## src/rtl/bot_nav_pkg.sv

```systemverilog
// Shared definitions for the line-following navigation controller:
// state encoding, Sensors bit positions and MotCtl field layout.
package bot_nav_pkg;

    typedef enum logic [2:0] {
        ST_IDLE    = 3'd0,
        ST_FOLLOW  = 3'd1,
        ST_TURN_L  = 3'd2,
        ST_TURN_R  = 3'd3,
        ST_SEARCH  = 3'd4,
        ST_BLOCKED = 3'd5,
        ST_LOST    = 3'd6
    } nav_state_e;

    localparam int SNS_PROX_L = 4;
    localparam int SNS_PROX_R = 3;
    localparam int SNS_LINE_L = 2;
    localparam int SNS_LINE_C = 1;
    localparam int SNS_LINE_R = 0;

    localparam int MOT_LM_SPD_LSB = 5;
    localparam int MOT_LM_DIR     = 4;
    localparam int MOT_RM_SPD_LSB = 1;
    localparam int MOT_RM_DIR     = 0;

    localparam logic [7:0] MOT_STOP = 8'h00;

    function automatic logic [7:0] mot_pack(input logic [2:0] lspd, input logic ldir,
                                            input logic [2:0] rspd, input logic rdir);
        logic [7:0] w;
        w = MOT_STOP;
        w[MOT_LM_SPD_LSB +: 3] = lspd;
        w[MOT_LM_DIR]          = ldir;
        w[MOT_RM_SPD_LSB +: 3] = rspd;
        w[MOT_RM_DIR]          = rdir;
        return w;
    endfunction

endpackage

```

## src/rtl/bot_nav_if.sv

```systemverilog
// System-register bundle between the bot host and the navigation controller;
// the controller connects through the slave modport.
interface bot_nav_if;
    logic        upd_sysregs;
    logic [7:0]  Sensors;
    logic [7:0]  BotInfo;
    logic        Enable;
    logic [7:0]  MotCtl;
    logic [2:0]  NavState;
    logic [15:0] UpdCnt;
    logic        Fault;

    modport master (
        output upd_sysregs, Sensors, BotInfo, Enable,
        input  MotCtl, NavState, UpdCnt, Fault
    );

    modport slave (
        input  upd_sysregs, Sensors, BotInfo, Enable,
        output MotCtl, NavState, UpdCnt, Fault
    );
endinterface

```

## src/rtl/bot_upd_detect.sv

```systemverilog
// Toggle detector: every level change of upd_sysregs is one update event,
// flagged on the edge where the new level is first sampled.
module bot_upd_detect (
    input  logic clk,
    input  logic reset,
    input  logic upd_sysregs,
    output logic upd_evt
);

    logic upd_q;

    always_ff @(posedge clk or posedge reset) begin
        if (reset) begin
            upd_q <= 1'b0;
        end else begin
            upd_q <= upd_sysregs;
        end
    end

    assign upd_evt = upd_sysregs ^ upd_q;

endmodule

```

## src/rtl/bot_nav_ctl.sv

```systemverilog
// Navigation controller: decides motor commands from line/proximity sensors
// on each update event. Optional watchdog enabled by BOT_NAV_WATCHDOG_EN.
module bot_nav_ctl
    import bot_nav_pkg::*;
#(
    parameter logic [2:0]  FWD_SPD      = 3'd5,
    parameter logic [2:0]  TURN_SPD     = 3'd1,
    parameter logic [2:0]  SEARCH_SPD   = 3'd2,
    parameter logic [7:0]  SEARCH_LIMIT = 8'd64,
    parameter logic [23:0] WDOG_CYCLES  = 24'd5_000_000
) (
    input logic     clk,
    input logic     reset,
    bot_nav_if.slave bus
);

    if (SEARCH_LIMIT == 8'd0) begin : g_bad_search_limit
        $error("SEARCH_LIMIT must be nonzero");
    end
    if (WDOG_CYCLES == 24'd0) begin : g_bad_wdog
        $error("WDOG_CYCLES must be nonzero");
    end

    logic        upd_evt;
    nav_state_e  state_q, state_d;
    logic [7:0]  mot_q, mot_d;
    logic [7:0]  srch_q, srch_d;
    logic [15:0] upd_cnt_q, upd_cnt_d;
    logic        prox;

    bot_upd_detect u_detect (
        .clk         (clk),
        .reset       (reset),
        .upd_sysregs (bus.upd_sysregs),
        .upd_evt     (upd_evt)
    );

    function automatic logic [7:0] mot_for(input nav_state_e s);
        case (s)
            ST_FOLLOW: return mot_pack(FWD_SPD, 1'b1, FWD_SPD, 1'b1);
            ST_TURN_L: return mot_pack(TURN_SPD, 1'b1, FWD_SPD, 1'b1);
            ST_TURN_R: return mot_pack(FWD_SPD, 1'b1, TURN_SPD, 1'b1);
            ST_SEARCH: return mot_pack(SEARCH_SPD, 1'b0, SEARCH_SPD, 1'b1);
            default:   return MOT_STOP;
        endcase
    endfunction

    assign prox = bus.Sensors[SNS_PROX_L] | bus.Sensors[SNS_PROX_R];

`ifdef BOT_NAV_WATCHDOG_EN
    logic [23:0] wdog_q, wdog_d;
    logic        fault_q, fault_d;
`endif

    always_comb begin
        state_d   = state_q;
        mot_d     = mot_q;
        srch_d    = srch_q;
        upd_cnt_d = upd_evt ? upd_cnt_q + 16'd1 : upd_cnt_q;

        // Enable=0 wins over any event; LOST ignores events until then
        if (!bus.Enable) begin
            state_d = ST_IDLE;
            srch_d  = 8'd0;
        end else if (upd_evt && state_q != ST_LOST) begin
            srch_d = 8'd0;
            if (prox) begin
                state_d = ST_BLOCKED;
            end else if (!bus.Sensors[SNS_LINE_C]) begin
                state_d = ST_FOLLOW;
            end else if (!bus.Sensors[SNS_LINE_L]) begin
                state_d = ST_TURN_L;
            end else if (!bus.Sensors[SNS_LINE_R]) begin
                state_d = ST_TURN_R;
            end else begin
                srch_d  = srch_q + 8'd1;
                state_d = (srch_d == SEARCH_LIMIT) ? ST_LOST : ST_SEARCH;
            end
        end
        if (!bus.Enable || (upd_evt && state_q != ST_LOST)) begin
            mot_d = mot_for(state_d);
        end

`ifdef BOT_NAV_WATCHDOG_EN
        wdog_d  = wdog_q;
        fault_d = fault_q;
        if (!bus.Enable || upd_evt) begin
            wdog_d  = 24'd0;
            fault_d = 1'b0;
        end else if (wdog_q != WDOG_CYCLES) begin
            wdog_d = wdog_q + 24'd1;
            if (wdog_d == WDOG_CYCLES) begin
                fault_d = 1'b1;
            end
        end
        if (fault_d) begin
            mot_d = MOT_STOP;
        end
`endif
    end

    always_ff @(posedge clk or posedge reset) begin
        if (reset) begin
            state_q   <= ST_IDLE;
            mot_q     <= MOT_STOP;
            srch_q    <= 8'd0;
            upd_cnt_q <= 16'd0;
        end else begin
            state_q   <= state_d;
            mot_q     <= mot_d;
            srch_q    <= srch_d;
            upd_cnt_q <= upd_cnt_d;
        end
    end

`ifdef BOT_NAV_WATCHDOG_EN
    always_ff @(posedge clk or posedge reset) begin
        if (reset) begin
            wdog_q  <= 24'd0;
            fault_q <= 1'b0;
        end else begin
            wdog_q  <= wdog_d;
            fault_q <= fault_d;
        end
    end

    assign bus.Fault = fault_q;
`else
    assign bus.Fault = 1'b0;
`endif

    assign bus.MotCtl   = mot_q;
    assign bus.NavState = state_q;
    assign bus.UpdCnt   = upd_cnt_q;

endmodule
```

## src/flat_wrapper.sv

```systemverilog
// flat-port wrapper written by rule: the top's interface ports become plain ports
module bot_nav_ctl_flat import bot_nav_pkg::*;
#(
    parameter logic [2:0]  FWD_SPD      = 3'd5,
    parameter logic [2:0]  TURN_SPD     = 3'd1,
    parameter logic [2:0]  SEARCH_SPD   = 3'd2,
    parameter logic [7:0]  SEARCH_LIMIT = 8'd64,
    parameter logic [23:0] WDOG_CYCLES  = 24'd5_000_000
)
  (clk, reset, bus_upd_sysregs, bus_Sensors, bus_BotInfo, bus_Enable, bus_MotCtl, bus_NavState, bus_UpdCnt, bus_Fault);
  bot_nav_if bus_i ();
  input logic clk;
  input logic reset;
  input wire logic [$bits(bus_i.upd_sysregs)-1:0] bus_upd_sysregs;
  input wire logic [$bits(bus_i.Sensors)-1:0] bus_Sensors;
  input wire logic [$bits(bus_i.BotInfo)-1:0] bus_BotInfo;
  input wire logic [$bits(bus_i.Enable)-1:0] bus_Enable;
  output wire logic [$bits(bus_i.MotCtl)-1:0] bus_MotCtl;
  output wire logic [$bits(bus_i.NavState)-1:0] bus_NavState;
  output wire logic [$bits(bus_i.UpdCnt)-1:0] bus_UpdCnt;
  output wire logic [$bits(bus_i.Fault)-1:0] bus_Fault;
  assign bus_i.upd_sysregs = bus_upd_sysregs;
  assign bus_i.Sensors = bus_Sensors;
  assign bus_i.BotInfo = bus_BotInfo;
  assign bus_i.Enable = bus_Enable;
  assign bus_MotCtl = bus_i.MotCtl;
  assign bus_NavState = bus_i.NavState;
  assign bus_UpdCnt = bus_i.UpdCnt;
  assign bus_Fault = bus_i.Fault;
  bot_nav_ctl #(.FWD_SPD(FWD_SPD), .TURN_SPD(TURN_SPD), .SEARCH_SPD(SEARCH_SPD), .SEARCH_LIMIT(SEARCH_LIMIT), .WDOG_CYCLES(WDOG_CYCLES)) u_core (.clk(clk), .reset(reset), .bus(bus_i));
endmodule
```

## config.mk

```make
export PLATFORM = sky130hd
export DESIGN_NAME = bot_nav_ctl_flat
export DESIGN_NICKNAME = d
export VERILOG_FILES = /design/src/rtl/bot_nav_pkg.sv /design/src/rtl/bot_nav_if.sv /design/src/rtl/bot_upd_detect.sv /design/src/rtl/bot_nav_ctl.sv /design/src/flat_wrapper.sv
export SDC_FILE = /design/constraint.sdc
export NUM_CORES = 1
export LEC_CHECK = 0
export BUFFER_PORTS_ARGS = -buffer_cell sky130_fd_sc_hd__buf_2
export CAP_MARGIN = 10
export CORE_UTILIZATION = 51
export DETAILED_ROUTE_END_ITERATION = 12
export GPL_ROUTABILITY_DRIVEN = 0
export PLACE_DENSITY = 0.79
export SYNTH_ARGS = -nofsm -noshare
export SYNTH_HDL_FRONTEND = slang
export SYNTH_HIERARCHICAL = 1
export SYNTH_SLANG_ARGS = --single-unit
```

## constraint.sdc

```tcl
create_clock -name clk -period 1.9 [get_ports clk]
set_input_delay 0.19 -clock clk [delete_from_list [all_inputs] [get_ports clk]]
set_output_delay 0.19 -clock clk [all_outputs]
set_load 0.02 [all_outputs]
```

==> metrics.csv, run 1 <==
stage,metric,value,unit
logic_synthesis,syn_area,1675,um^2
final_layout,multi_input_area,828.3,um^2
floorplan,die_h,59.32,um
clock_network,clock-root-buffer,clkbuf_4,
floorplan,pin_count,48,
final_layout,area_delta_synth_final,21.43,%
min_path,hp-class,in -> reg,
logic_synthesis,yosys.area.top_type_share,49.29,%
setup_path,cpMaxStageDelayCell,dlygate4sd3_1,
floorplan,start_util,54.43,%
placed_design,dp_hpwl,2.448,mm
sta,fin_crit,1.820,ns
placed_design,post-place-ws,0.1602,ns
setup_path,required,2.14,ns
logic_synthesis,postSynthNetCount,188,
logic_synthesis,syn_inst,166,
setup_path,crit_chain,dlygate4sd3_1 > xor2_2 > buf_4 > buf_6 > nand4_1 > o41ai_4 > nand2_1 > a22oi_1,
global_route,grt_max_degree,33,
clock_network,numCtsBuffers,5,
power,p_leak,1.005,nW
final_layout,final-seq-area,825.8,um^2
setup_path,max_stage_delay,0.59,ns
final_layout,finalNetCount,231,
run_status,status,completed,
routing,antenna_left,0,
global_route,grt_pass1_wl,5.485,mm
routing,routed_via_density,5.423,
global_route,grtUsageTotal,21.08,%
final_layout,drive_above_1_share,28.71,%
logic_synthesis,ys_ff_latch,33,
sta,max_freq,0.5496,GHz
placed_design,dp_cells,243,
routing,vias,1372,
floorplan,fp-row-count,20,
sta,setup_viol,0,
clock_network,clk_pin_slew_worst_paths,0.09,ns
global_route,grt.overflow.total,0,
logic_synthesis,synth.distinct_cells,39,
placed_design,numPortBuffers,35,
logic_synthesis,yosys.area.top_type,dfrtp_1,
sta,min_period_over_period,95.76,%
routing,wirelength,3.415,mm
clock_network,cts_tree,yes,
routing,drtIter0Drc,52,
floorplan,core,3078,um^2
final_layout,stdcell_count,253,
floorplan,die_w,59.32,um
final_layout,n_fill_cell,259,
setup_path,arrival,2.06,ns
sta,tns,0,ns
setup_path,crit_start,bus_upd_sysregs,
floorplan,die_area,3518,um^2
power,powerDensity,880.0,nW/um^2
global_route,grt_pass1_vias,1278,
clock_network,clock_latency,0.32,ns
setup_path,cp_max_fo,7,
routing,dr.pass1.iters,4,
final_layout,diodes,0,
routing,drc,0,
clock_network,clockBufferDepth,2,
setup_path,rr_startpoint,u_core/u_detect/upd_q$_DFF_PP0_,
clock_network,cts_max_level,2,
logic_synthesis,ys_seq_area_share,49.29,%
clock_network,cts.sinks,33,
logic_synthesis,ys_warn_count,6,
sta,worst_slack,0.08049,ns
sta,drv_slew,0,
job,maxCapViolCount,0,
setup_path,path_class,in -> reg,
logic_synthesis,synth_area_leaders,"dfrtp_1 49%, xnor2_1 7.3%, nand3_1 4.8%, nand2_1 4.7%, o21ai_0 2.4%",
logic_synthesis,postSynthAreaPerCell,10.09,um^2
min_path,worstHoldStart,bus_Enable,
setup_path,start_kind,primary input,
sta,hold_violations,0,
routing,wl_per_cell,13.50,um
power,ir_drop,0.6695,mV
sta,final.setup_skew,0.006454,ns
setup_path,cp-end-kind,flip-flop,
sta,rsz0062_at_grt,no,
global_route,antenna_found_initial,0,
==> path summary, 6_finish.rpt <==
kind                       slack [ns]                                 to  cells past startpoint
setup reg to reg                 0.12   u_core/bus.MotCtl[3]$_DFFE_PP0P_                      7
hold reg to reg                  0.47  u_core/bus.UpdCnt[15]$_DFFE_PP0P_                      1
hold / removal                   0.22   u_core/bus.NavState[0]$_DFF_PP0_                      3
min in group asynchronous        0.24    u_core/u_detect/upd_q$_DFF_PP0_                      3
max in group asynchronous        1.11   u_core/bus.NavState[0]$_DFF_PP0_                      4
setup / recovery                 0.08   u_core/bus.MotCtl[3]$_DFFE_PP0P_                      8
==> layer usage <==
layer | vias to the layer above | wire length, um | track usage (%)
met5 | - | 0 | 0
met4 | 0 | 45 | 8.503
met3 | 5 | 152 | 5.459
met2 | 38 | 1742 | 34.83
met1 | 667 | 1474 | 26.20
li1 | 662 | - | -
==> state kept, by name, summed over array words and instances, names as in the netlist <==
signal	cells
u_core/bus.MotCtl	5
u_core/bus.UpdCnt	16
u_core/u_detect/upd_q	1
u_core/srch_q	8
u_core/bus.NavState	3
==> cells in the final DEF, fill, tap and decap left out, types with 4 or more instances in the layout <==
master,netlist,layout
dfrtp_1,33,33
and3_1,6,6
clkbuf_4,0,5
nor2_1,6,5
o21ai_0,8,8
and2_1,6,5
nor2b_1,4,4
nand2_1,21,21
nand3_1,16,16
buf_4,4,5
xnor2_1,14,14
buf_2,2,34
==> worst max-delay path, delay by kind of cell <==
kind | cells | cell delay [ns]
buffers and inverters | 3 | 0.86
and+or+nand+nor | 2 | 0.29
AOI/OAI and AO/OA | 2 | 0.56
xor gates and xnor gates | 1 | 0.17
==> report_power, final <==
group | switching [mW] | internal, mW | total [mW] | leakage [nW]
combinational | 0.301 | 0.201 | 0.503 | 0.536
clock | 0.216 | 0.175 | 0.390 | 0.0314
sequential | 0.103 | 0.794 | 0.898 | 0.437
total | 0.620 | 1.17 | 1.79 | 1.01
==> cells in the mapped netlist, drive strengths merged <==
cell	n
nor2	7
a21oi	3
inv	3
xnor2	14
nor2b	4
xor2	4
mux2	2
dfrtp	33
a311oi	1
and2	6
conb	1
nand3b	1
or3	1
nand2	21
a21boi	2
nor3b	1
nand3	16
or3b	1
o41ai	1
a22oi	2
clkbuf	1
a21o	1
nor4b	1
ha	2
and3	6
o221ai	2
nor3	4
mux2i	1
o31ai	1
o21ai	10
and3b	1
a22o	3
nand4	3
buf	6
==> per-stage QoR <==
step | cell area [um^2] | utilization, % | total power [mW] | hold slack [ns]
finish | 2034 | 66.10 | 1.790 | 0.2229
global route | 2034 | 66.10 | 1.893 | 0.2343
CTS | 1974 | 64.15 | 1.779 | 0.2172
detailed placement | 1899 | 61.71 | 1.386 | 0.03788
global placement | 1899 | 61.71 | 1.365 | 0.03222
floorplan | 1675 | - | 1.224 | -0.08129
==> logic make-up after synthesis <==
group	count (synthesis)	share of synthesized area (%)
xor gates and xnor gates	18	9.410
adders and majority gates	2	1.493
DFF	33	49.29
muxes	3	1.942
and+or+nand+nor	73	23.00
other	1	0.2238
buffers and inverters	10	3.286
AOI/OAI and AO/OA	26	11.35
==> what timing repair did <==
item	CTS	global route
hold endpoints to repair	34	0
setup buffers	0	2
gates resized for setup	0	7
setup endpoints to repair	0	11
hold buffers	2	0
==> cell type report <==
| class | count | share of cell area [%] |
|---|---|---|
| Timing Repair Buffer | 43 | 12.73 |
| Sequential cell | 33 | 40.59 |
| Tap cell | 44 | 2.706 |
| Multi-Input combinational cell | 123 | 40.71 |
| Clock buffer | 7 | 2.706 |
| Inverter | 3 | 0.5535 |
No activity file was read; power rests on OpenSTA's default activity.
==> inputs of run 2 (changes only) <==
Settings changed: CORE_UTILIZATION 51 to 35, PLACE_DENSITY 0.79 to not set, SKIP_CTS_REPAIR_TIMING set to 1, SYNTH_HIERARCHICAL 1 to not set.
==> metrics.csv, run 2 <==
stage,metric,value,unit,change
run_status,status,finished with violations,,
run_status,violations,negative hold slack,,
final_layout,final_area,2056,um^2,+1.0%
floorplan,die_area,4891,um^2,+39%
logic_synthesis,ys_ff_latch,33,,unchanged
logic_synthesis,synth_commonest_cells,"33 x dfrtp_1, 20 x nand2_1, 14 x xnor2_1, 9 x nor2_1",,
logic_synthesis,ys_seq_area_share,51.12,%,+1.8 points
global_route,antenna_found_initial,0,,unchanged
routing,routed_via_density,5.049,,-6.9%
sta,max_freq,0.5430,GHz,-1.2%
floorplan,core,4384,um^2,+42%
placed_design,dp_hpwl,2.439,mm,-0.34%
final_layout,layout_commonest_cell,buf_2,,
routing,wl_per_cell,12.80,um,-5.1%
logic_synthesis,ys.flop_type,dfrtp_1,,
logic_synthesis,syn_area,1615,um^2,-3.6%
clock_network,numCtsBuffers,5,,unchanged
floorplan,start_util,36.84,%,-18 points
global_route,grtUsageTotal,15.21,%,-5.9 points
floorplan,fp-row-count,24,,+20%
global_route,grt.overflow.total,0,,unchanged
routing,drtIter0Drc,96,,+85%
routing,dr.pass1.iters,4,,unchanged
final_layout,stdcell_count,265,,+4.7%
logic_synthesis,yosys.area.top_type_share,51.12,%,+1.8 points
logic_synthesis,synth_edf_count,0,,unchanged
logic_synthesis,yosys.area.top_type,dfrtp_1,,
sta,worst_slack,0.05838,ns,-0.02211 ns
routing,wirelength,3.393,mm,-0.64%
setup_path,start_kind,flip-flop,,
power,ir_drop,0.5960,mV,-11%
sta,final.setup_skew,0.004332,ns,-0.002122 ns
setup_path,crit_start,u_core.srch_q[1]$_DFFE_PP0P_,,
final_layout,diodes,0,,unchanged
logic_synthesis,ys_warn_count,0,,-6
sta,whs,-0.01864,ns,-0.2415 ns
min_path,hp-class,in -> async,,
job,maxCapViolCount,0,,unchanged
placed_design,numPortBuffers,35,,unchanged
routing,antenna_left,0,,unchanged
final_layout,finalNetCount,234,,+1.3%
clock_network,clk_pin_slew_worst_paths,0.07,ns,-0.02 ns
clock_network,clockBufferDepth,2,,unchanged
global_route,grt_pass1_vias,1299,,+1.6%
final_layout,drive_above_1_share,29.58,%,+0.87 points
sta,fin_crit,1.842,ns,+0.02211 ns
sta,drv_slew,0,,unchanged
routing,drc,0,,unchanged
setup_path,required,2.12,ns,-0.02 ns
floorplan,die_w,69.94,um,+18%
global_route,grt_max_degree,34,,+3.0%
sta,setup_viol,0,,unchanged
sta,hold_violations,33,,+33
power,powerDensity,988.1,nW/um^2,+12%
clock_network,clock_latency,0.28,ns,-0.04 ns
final_layout,n_fill_cell,437,,+69%
floorplan,die_h,69.94,um,+18%
logic_synthesis,synth.distinct_cells,40,,+2.6%
placed_design,post-place-ws,0.03094,ns,-0.1292 ns
placed_design,dp_cells,257,,+5.8%
logic_synthesis,postSynthAreaPerCell,10.03,um^2,-0.59%
setup_path,path_class,reg -> reg,,
setup_path,rr_startpoint,u_core.srch_q[1]$_DFFE_PP0P_,,
final_layout,area_delta_synth_final,27.27,%,
sta,rsz0062_at_grt,yes,,
logic_synthesis,synth_area_leaders,"dfrtp_1 51%, xnor2_1 7.6%, nand2_1 4.6%, xor2_1 2.7%, nand3_1 2.5%",,
logic_synthesis,postSynthNetCount,183,,-2.7%
logic_synthesis,syn_inst,161,,-3.0%
clock_network,clock-root-buffer,clkbuf_8,,
clock_network,cts_tree,yes,,
setup_path,cp_max_fo,4,,-3
logic_synthesis,async_flop_share,100.0,%,unchanged
setup_path,arrival,2.06,ns,about the same
logic_synthesis,yosysMostFrequentCell,dfrtp_1,,
setup_path,max_stage_delay,0.49,ns,-0.10 ns
global_route,grt_pass1_wl,5.899,mm,+7.5%
clock_network,cts_max_level,2,,unchanged
power,p_leak,1.023,nW,+1.8%
sta,min_period_over_period,96.93,%,+1.2 points
setup_path,crit_chain,ha_2 > and3b_1 > o2111ai_1 > a2111o_1 > a211o_1 > nand3_1,,
setup_path,cpMaxStageDelayCell,a2111o_1,,
clock_network,cts.sinks,33,,unchanged
final_layout,layout_common_cells,"35 x buf_2, 33 x dfrtp_1, 20 x nand2_1, 15 x buf_4, 14 x xnor2_1",,
final_layout,largest_reg_flops,16,,unchanged
setup_path,cp-end-kind,flip-flop,,
floorplan,pin_count,48,,unchanged
placed_design,postPlaceCellArea,1929,um^2,+1.6%
routing,vias,1338,,-2.5%
==> run 2: area by class of cell <==
class,count,area [um^2],share of cell area [%]
sequential,33,825.8,40.17
timing repair buffer,50,287.8,14.00
tap,52,65.06,3.165
clock buffer,7,86.33,4.200
inverter,8,30.03,1.461
multi-input combinational,114,730.7,35.54
clock inverter,1,30.03,1.461
==> run 2: per-stage QoR <==
step	util (%)	hold WS, ns	setup TNS, ns	power (mW)
global placement	44.01	0.3083	0	1.361
finish	46.89	-0.01864	0	2.031
detailed placement	44.01	0.3131	0	1.368
CTS	46.66	0.002415	0	2.057
floorplan	-	0.2214	0	1.204
global route	46.89	0.03439	-0.02235	2.148
==> run 2: cells by family (layout without fill, tap and decap cells) <==
kind of cell,Yosys count,after routing,synth area share (%)
other cells,1,1,0.2322
flops,33,33,51.12
mux,1,1,0.6197
xor+xnor,19,19,10.30
simple gates,63,63,20.06
compound gates,28,28,11.85
buf+inv,14,66,4.260
fa+ha+maj,2,2,1.549
==> run 2: worst max-delay path: cells and delay by family, from the launching register on <==
family	cells	cell delay [ns]
compound gates	3	0.86
flops	1	0.41
simple gates	2	0.29
fa+ha+maj	1	0.21
==> run 2: worst paths after layout <==
path	endpoint	slack (ns)	cells after the start
min	u_core.bus.UpdCnt[0]$_DFFE_PP0P_	-0.02	3
min reg2reg	u_core.bus.UpdCnt[15]$_DFFE_PP0P_	0.46	1
max reg2reg	u_core.bus.MotCtl[3]$_DFFE_PP0P_	0.06	6
max in group asynchronous	u_core.srch_q[4]$_DFFE_PP0P_	1.62	3
min in group clk	u_core.u_detect.upd_q$_DFF_PP0_	0.06	1
max	u_core.bus.MotCtl[3]$_DFFE_PP0P_	0.06	6
==> run 2: power by group <==
group / switching [mW] / total, mW / leakage, nW / internal, mW
clock network: 0.254 / 0.681 / 0.0585 / 0.427
registers: 0.101 / 0.893 / 0.439 / 0.793
logic: 0.282 / 0.457 / 0.525 / 0.175
==> run 2: layer usage <==
metal  vias up  part of all wire [%]  GRT usage [%]
met5         -                     0              0
met4         0                  0.88          5.333
met3         4                   5.5          4.185
met2        43                    45          23.72
met1       628                    48          20.34
li1        663                     -              -
==> inputs of run 3 (changes only) <==
Settings changed: CORE_MARGIN set to 2.
==> metrics.csv, run 3 (synthesis gave the netlist of run 2 again) <==
stage,metric,value,unit,change
run_status,status,finished with violations,,
run_status,violations,negative hold slack,,
final_layout,layout_common_cells,"35 x buf_2, 33 x dfrtp_1, 20 x nand2_1, 17 x buf_4, 14 x xnor2_1",,
clock_network,cts_max_level,2,,unchanged
routing,drc,0,,unchanged
floorplan,die_area,5175,um^2,+5.8%
clock_network,clock_latency,0.29,ns,about the same
final_layout,stdcell_count,267,,+0.75%
placed_design,numPortBuffers,35,,unchanged
final_layout,finalNetCount,236,,+0.85%
min_path,hp-class,in -> async,,
setup_path,cp-end-kind,flip-flop,,
global_route,grtUsageTotal,14.57,%,-0.64 points
clock_network,numCtsBuffers,5,,unchanged
routing,vias,1385,,+3.5%
setup_path,start_kind,flip-flop,,
final_layout,fin_util,46.29,%,-0.60 points
setup_path,arrival,2.06,ns,about the same
final_layout,multi_input_area,733.2,um^2,+0.34%
clock_network,cts.sinks,33,,unchanged
setup_path,rr_startpoint,u_core.srch_q[1]$_DFFE_PP0P_,,
power,fin_total_pwr,1.877,mW,-7.6%
clock_network,cts_tree,yes,,
global_route,grt_pass1_vias,1346,,+3.6%
setup_path,cp_max_fo,4,,unchanged
final_layout,n_fill_cell,435,,-0.46%
floorplan,start_util,36.59,%,-0.25 points
clock_network,clk_pin_slew_worst_paths,0.07,ns,about the same
sta,max_freq,0.5440,GHz,+0.19%
floorplan,pin_count,48,,unchanged
setup_path,path_class,reg -> reg,,
power,powerDensity,918.7,nW/um^2,-7.0%
placed_design,dp_cells,257,,unchanged
floorplan,fp-row-count,24,,unchanged
routing,drtIter0Drc,62,,-35%
setup_path,crit_start,u_core.srch_q[1]$_DFFE_PP0P_,,
clock_network,clockBufferDepth,2,,unchanged
routing,wl_per_cell,13.16,um,+2.8%
placed_design,dp_hpwl,2.501,mm,+2.5%
routing,dr.pass1.iters,4,,unchanged
routing,wirelength,3.514,mm,+3.6%
sta,rsz0062_at_grt,yes,,
final_layout,drive_above_1_share,30.70,%,+1.1 points
routing,routed_via_density,5.187,,+2.7%
power,p_leak,1.017,nW,-0.61%
setup_path,required,2.12,ns,about the same
sta,setup_viol,0,,unchanged
sta,final.setup_skew,0.004985,ns,+0.0006523 ns
sta,drv_slew,0,,unchanged
clock_network,clock-root-buffer,clkbuf_8,,
sta,whs,-0.01966,ns,-0.001027 ns
sta,hold_violations,33,,unchanged
floorplan,core,4414,um^2,+0.68%
global_route,antenna_found_initial,0,,unchanged
final_layout,largest_reg_flops,16,,unchanged
sta,min_period_over_period,96.75,%,-0.18 points
global_route,grt.overflow.total,0,,unchanged
final_layout,diodes,0,,unchanged
power,ir_drop,0.3841,mV,-36%
final_layout,final-seq-area,825.8,um^2,unchanged
routing,antenna_left,0,,unchanged
final_layout,area_delta_synth_final,26.49,%,
final_layout,layout_commonest_cell,buf_2,,
global_route,grt_max_degree,34,,unchanged
global_route,grt_pass1_wl,5.920,mm,+0.36%
job,maxCapViolCount,0,,unchanged
placed_design,postPlaceCellArea,1929,um^2,unchanged
floorplan,die_w,71.94,um,+2.9%
floorplan,die_h,71.94,um,+2.9%
sta,fin_crit,1.838,ns,-0.003441 ns
final_layout,final_area,2043,um^2,-0.61%
[run 3: cell types whose count changed in the layout (fill, tap and decap cells not counted), sizes merged]
| cell | change |
|---|---|
| buf | +2 |
| clkbuf | -2 |
| clkinv | +2 |
| bufinv | -1 |
| clkinvlp | +1 |
[run 3: area by class of cell]
class | count | share of cell area (%)
clock buffer | 5 | 3.368
inverter | 8 | 1.470
clock inverter | 3 | 0.8573
multi-input combinational | 114 | 35.88
timing repair buffer | 52 | 14.82
sequential | 33 | 40.42
tap | 52 | 3.184
[run 3: path summary, 6_finish.rpt]
path	end	slack, ns	cells past startpoint
setup / recovery	u_core.bus.MotCtl[3]$_DFFE_PP0P_	0.06	6
setup reg to reg	u_core.bus.MotCtl[3]$_DFFE_PP0P_	0.06	6
hold reg to reg	u_core.bus.UpdCnt[15]$_DFFE_PP0P_	0.47	1
min in group clk	u_core.u_detect.upd_q$_DFF_PP0_	0.05	1
hold / removal	u_core.bus.UpdCnt[10]$_DFFE_PP0P_	-0.02	3
max in group asynchronous	u_core.bus.UpdCnt[4]$_DFFE_PP0P_	1.62	3
[run 3: through the flow]
step                      TNS [ns]  setup slack [ns]  hold WS (ns)
final                            0           0.06182      -0.01966
after floorplan                  0           0.07065        0.2214
after global placement           0           0.06170        0.3082
after detailed placement         0           0.07371        0.3093
after global routing      -0.01298         -0.007751       0.04016
after CTS                        0           0.04317     -0.004927
[run 3: critical path, stage by stage, from the launching register on]
cell and delay [ns]:
dfrtp_1 0.42, ha_2 0.20, and3b_1 0.20, o2111ai_1 0.09, a2111o_1 0.47, a211o_1 0.30, nand3_1 0.08
[run 3: routing by layer]
metal | global-route usage [%] | vias to the layer above | share of wire [%]
met5 | 0 | - | 0
met4 | 6.080 | 0 | 1.0
met3 | 4.583 | 5 | 6.8
met2 | 22.63 | 46 | 46
met1 | 18.92 | 674 | 46
li1 | - | 660 | -
[run 3: power breakdown]
part | leakage [nW] | internal, mW | switching [mW]
Sequential | 0.439 | 0.792 | 0.106
Combinational | 0.534 | 0.175 | 0.283
Clock | 0.0439 | 0.253 | 0.268
